### src/rtl/alu_core.sv
// Registered 16-function integer ALU with carry/borrow/flag output; 1-cycle latency.
// No handshake or backpressure: a new operation is accepted on every rising edge.
module alu_core #(
   parameter int WIDTH = 8
) (
   input  logic             clk,
   input  logic             rst,
   input  logic [WIDTH-1:0] A,
   input  logic [WIDTH-1:0] B,
   input  logic [3:0]       ALU_sel,
   output logic [WIDTH-1:0] ALU_out,
   output logic             Carry_out
);

   logic [WIDTH:0]     sum;
   logic [WIDTH:0]     diff;
   logic [2*WIDTH-1:0] prod;
   logic [WIDTH-1:0]   res;
   logic               cry;

   assign sum  = {1'b0, A} + {1'b0, B};
   // Top bit of the extended difference is the borrow (set iff A < B).
   assign diff = {1'b0, A} - {1'b0, B};
   assign prod = {{WIDTH{1'b0}}, A} * {{WIDTH{1'b0}}, B};

   always_comb begin
      res = '0;
      cry = 1'b0;
      case (ALU_sel)
         4'd0: begin
            res = sum[WIDTH-1:0];
            cry = sum[WIDTH];
         end
         4'd1: begin
            res = diff[WIDTH-1:0];
            cry = diff[WIDTH];
         end
         4'd2: begin
            res = prod[WIDTH-1:0];
            cry = |prod[2*WIDTH-1:WIDTH];
         end
         4'd3: begin
            // Divide-by-zero saturates to all ones and raises the flag.
            if (B == '0) begin
               res = '1;
               cry = 1'b1;
            end else begin
               res = A / B;
            end
         end
         4'd4: begin
            res = {A[WIDTH-2:0], 1'b0};
            cry = A[WIDTH-1];
         end
         4'd5: begin
            res = {1'b0, A[WIDTH-1:1]};
            cry = A[0];
         end
         4'd6:  res = {A[WIDTH-2:0], A[WIDTH-1]};
         4'd7:  res = {A[0], A[WIDTH-1:1]};
         4'd8:  res = A & B;
         4'd9:  res = A | B;
         4'd10: res = A ^ B;
         4'd11: res = ~(A | B);
         4'd12: res = ~(A & B);
         4'd13: res = ~(A ^ B);
         4'd14: res = {{(WIDTH-1){1'b0}}, (A > B)};
         4'd15: res = {{(WIDTH-1){1'b0}}, (A == B)};
         default: begin
            res = '0;
            cry = 1'b0;
         end
      endcase
   end

   always_ff @(posedge clk or posedge rst) begin
      if (rst) begin
         ALU_out   <= '0;
         Carry_out <= 1'b0;
      end else begin
         ALU_out   <= res;
         Carry_out <= cry;
      end
   end

endmodule

### config.mk
export PLATFORM = sky130hd
export DESIGN_NAME = alu_core
export DESIGN_NICKNAME = d
export VERILOG_FILES = /design/src/rtl/alu_core.sv
export SDC_FILE = /design/constraint.sdc
export NUM_CORES = 1
export LEC_CHECK = 0
export CORE_MARGIN = 5
export CORE_UTILIZATION = 25
export DETAILED_ROUTE_END_ITERATION = 16
export PLACE_DENSITY = 0.46
export SLEW_MARGIN = 20
export SYNTH_ARGS = -nofsm -noshare
export SYNTH_HDL_FRONTEND = slang
export SYNTH_SLANG_ARGS = --single-unit
### constraint.sdc
create_clock -name clk -period 0.8 [get_ports clk]
set_input_delay 0.24 -clock clk [delete_from_list [all_inputs] [get_ports clk]]
set_output_delay 0.24 -clock clk [all_outputs]
set_load 0.05 [all_outputs]
# Word-level counts from Yosys, hierarchy flattened
# Index checks and enable logic that the tools add are counted.
# W data, S select, Z words.
# op_classes
add_sub_neg,2
multipliers,1
div_mod_pow,1
order_cmp,1
n_eq_ne,16
n_shift,0
muxes,4
bitwise_logic,6
reduce_logical,3
# ops
op,count
$pmux W8 S16,1
$eq A4 B4 Y1 const B,8
$not A8 Y8,3
$eq A4 B3 Y1 const B,4
$mul A8 B8 Y16,1
$add A8 B8 Y9,1
$sub A8 B8 Y9,1
$and A8 B8 Y8,1
$div A8 B8 Y8,1
$eq A4 B2 Y1 const B,2
$eq A8 B8 Y1,1
$gt A8 B8 Y1,1
$logic_not A8 Y1,1
$mux W8,1
$or A8 B8 Y8,1
$reduce_or A8 Y1,1
$xor A8 B8 Y8,1
$pmux W1 S6,1
$eq A4 B1 Y1 const B,1
$logic_not A4 Y1,1
$mux W1,1
# word_totals
ff_bits,9
latch_bits,0
ram_bits,0
mem_bits_ro,0
mem_count,0

# Depth between registers and ports, before layout
# depth
depth_word,3
mapped_depth,51
ltp_nobuf,49

# Worst setup path after synthesis
# OpenSTA, ideal clock, no wires.
# synth_timing
kind,input -> register
startpoint,input B[7]
endpoint,register ALU_out[0]
setup_ns,0.134
arrival_time_ns,10.106
t_required_ns,0.666
setup_slack_ns,-9.441
cell_stages,45
path_buffers,3
cell_sequence,buf_6 > nor4_4 > a31oi_1 > a31oi_1 > ha_1 > o21ai_0 > a2111oi_4 > mux2_2 > ha_1 > o211ai_1 > a211o_2 > o221a_2 > or2_2 > ha_1 > or2_2 > o22a_1 > a22oi_1 > mux2_4 > [... 9 more ...] > clkbuf_1 > mux2_2 > ha_1 > nand2_1 > o21ai_0 > a21oi_1 > o22a_2 > clkbuf_8 > nand2_1 > o21ai_0 > ha_1 > a21boi_0 > o21ai_0 > nand2b_1 > a21oi_1 > o21ai_0 > a211oi_1 > o21ai_0
# synth_between
elab_chain_cells,3
# synth_rtl
element,line_no,source
start: declaration,9,"input logic [WIDTH-1:0] B,"
$div A8 B8 Y8 / $logic_not A8 Y1 (equally long branches),"48, 44",
$mux W8,44,if (B == '0) begin
$pmux W8 S16 (*),29,case (ALU_sel)
via res[0],18,logic [WIDTH-1:0] res;
end signal: assignment,81,ALU_out <= res;
end: declaration,11,"output logic [WIDTH-1:0] ALU_out,"
# The timed path passes the listed nets; every way through them passes the cells marked *.

# Worst setup path in the final report
# layout_timing
startpoint,input B[4]
endpoint,register ALU_out[0]
# Same word-level chain as after synthesis.

==> impl_metrics.ini <==
[floorplanning]
start_util_pct = 25.3
io_pins = 31
dieArea_sq_um = 25000
die_y_um = 158
rows = 54
fp.dieW_um = 158
core_area_sq_um = 21700

[sta]
period_share_pct = 1120
setup_slack_ps = -8180
hold_slack_ps = 300
finalCriticalPeriod_ps = 8980
setup_violations = 18
slew_viol_final = 0
slew_headroom_pct = 62.7
rsz0062_at_grt = yes
setup_tns_ps = -45650
hold_viol_final = 0
max_clock_freq_ghz = 0.111
tightest_slew_ps = 555

[finish]
multi_input_area_sq_um = 5510
design_area_sq_um = 9120
area_delta_synth_final_pct = 66.4
num_antenna_cells = 0
mostFrequentLayoutCells = buf_4 (238), ha_1 (78), nor2_1 (63)
nets = 1154
fin_cells = 1274
regArea_sq_um = 235
nFillCells = 2165
final_common_cell = buf_4
layout-drive-gt1-share_pct = 44.9

[hold_path]
hold_path_class = input port to async pin

[synth]
seq_area_frac_synth_pct = 4.11
synth_enable_flop_cells = 0
syn_inst = 711
netlist_area_sq_um = 5480
yosysTopAreaCell = ha_1
ys_types = 70
synth_area_leaders = ha_1 (23%), fa_1 (14%), nor2_1 (5.5%), inv_1 (5.3%), o21ai_0 (4.2%)
syn_nets = 870
ys_ff_latch = 9
synthArstFlopShare_pct = 100
synth_ff_type = dfrtp_1
syn_area_per_cell_sq_um = 7.71
synth_top_area_share_pct = 22.6
yosys_warnings = 0

[cts]
htree_levels = 1
cts_buffers = 3
cts.sinks = 9
tritoncts = yes
clk_pin_slew_ps = 50
cts_buffer_depth = 2
cts_root_buf = clkbuf_16

[placed_design]
placed_cell_area_sq_um = 8050
io_buffer_count = 30
place_ws_ps = -9030
dp_cells = 1220
place.gp.congestion = 0.868
hpwlAfterDp_mm = 17.2

[critical_path]
critPathMaxFanout = 5
cp_common_cell = ha_4
arrival_ps = 9110
cp-end-kind = flop
worstSetupPathType = input port to flop
crit_path_top_delay_cell = a2111oi_4
max_stage_delay_ps = 380
crit_path_start_kind = input port
crit_family = compound AO/OA/AOI/OAI gates
critPathBufInv = 6
worst_ep_required_time_ps = 930

[global_routing]
first_global_vias = 6389
antenna_found_initial = 0
grt_max_degree = 17
grt_overflow = 0
grt_pass1_wl_mm = 33.5
track_usage_pct = 16.9

[drt]
drc = 0
routed-via-count = 6218
antenna_left = 0
wl_per_cell_um = 16.7
wl_mm = 21.3
met2_wirelength_mm = 10.3
viasPerCell = 4.88
drt_pre_antenna_iters = 8
drt_first_iter_violations = 252
dr_wl_met3_um = 782
met1Wirelength_mm = 9.85
topRoutingLayerUsed = met4

[power_and_ir_drop]
intPower_mw = 7.19
netSwitchingPower_mw = 5.68
power_frac_clock_pct = 7.3
ir_drop_uv = 805
combPwrFrac_pct = 88.0
seq_power_share_pct = 4.7
switching_share_pct = 44.1
power_density_nw_per_um2 = 1410
p_leak_nw = 4.29

[outcome]
status = finished with violations
failed_checks = setup timing

[flow_run]
max_cap_viol_count = 0
metrics by stage:
stage | power, mW | util, %
final | 12.9 | 42.1
after global routing | 14.1 | 42.1
after CTS | 12.1 | 40.0
after detailed placement | 10.2 | 37.1
after global placement | 10.2 | 37.1
after floorplan | 6.33 | -
final cells by class:
type	instances	area share, %
sequential	9	2.58
inverter	82	3.70
tap	280	3.84
timing repair buffer	302	28.6
multi-input combinational	597	60.4
clock buffer	4	0.864
cells in the mapped netlist (all sizes together), types with 10 or more instances:
cell type and n:
nand2 55, xnor2 16, o21ai 46, nor3 24, o21a 12, fa 38
clkbuf 20, a21oi 43, inv 77, ha 99, nor2 80, mux2 13
nand2b 10, mux2i 12, a21o 12
flip-flops by register name, summed over array words and instances (netlist names):
register,cells
Carry_out,1
ALU_out,8
kinds of logic after synthesis:
kind of cell,after synthesis,share of synthesized area [%]
XOR/XNOR,23,3.67
flip-flops,9,4.11
adder cells (fa/ha/maj),137,36.5
AND/OR/NAND/NOR,222,19.2
AO/OA/AOI/OAI,190,23.9
multiplexers,25,5.14
buffers and inverters,105,7.51
routing by layer:
metal | track usage, % | vias to the layer above
li1 | - | 3077
met1 | 23.0 | 2977
met2 | 29.1 | 137
met3 | 1.89 | 27
met4 | 3.01 | 0
met5 | 0 | -
path summary, 6_finish.rpt:
| path | start | end | slack (ps) | depth (start not counted) |
|---|---|---|---|---|
| min in group clk | B[0] | ALU_out[0] | 840 | 5 |
| max in group asynchronous | rst | Carry_out | 380 | 3 |
| min | rst | ALU_out[4] | 300 | 3 |
| max | B[4] | ALU_out[0] | -8180 | 46 |
power by group through the flow:
stage	registers (mW)	clock network [mW]	logic, mW
finish	0.605	0.945	11.3
detailed placement	0.614	0	9.61
floorplan	0.828	0	5.50
global route	0.615	0.980	12.5
global placement	0.612	0	9.61
CTS	0.607	0.960	10.6
timing repair:
item | CTS | global route
resized for setup | 141 | 61
setup endpoints to repair | 18 | 18
hold buffers | 0 | 0
buffers inserted | 28 | 24
pin swaps | 59 | 68
endpoints found under the hold margin | 0 | 0
Power figures use the tool's default switching activity.
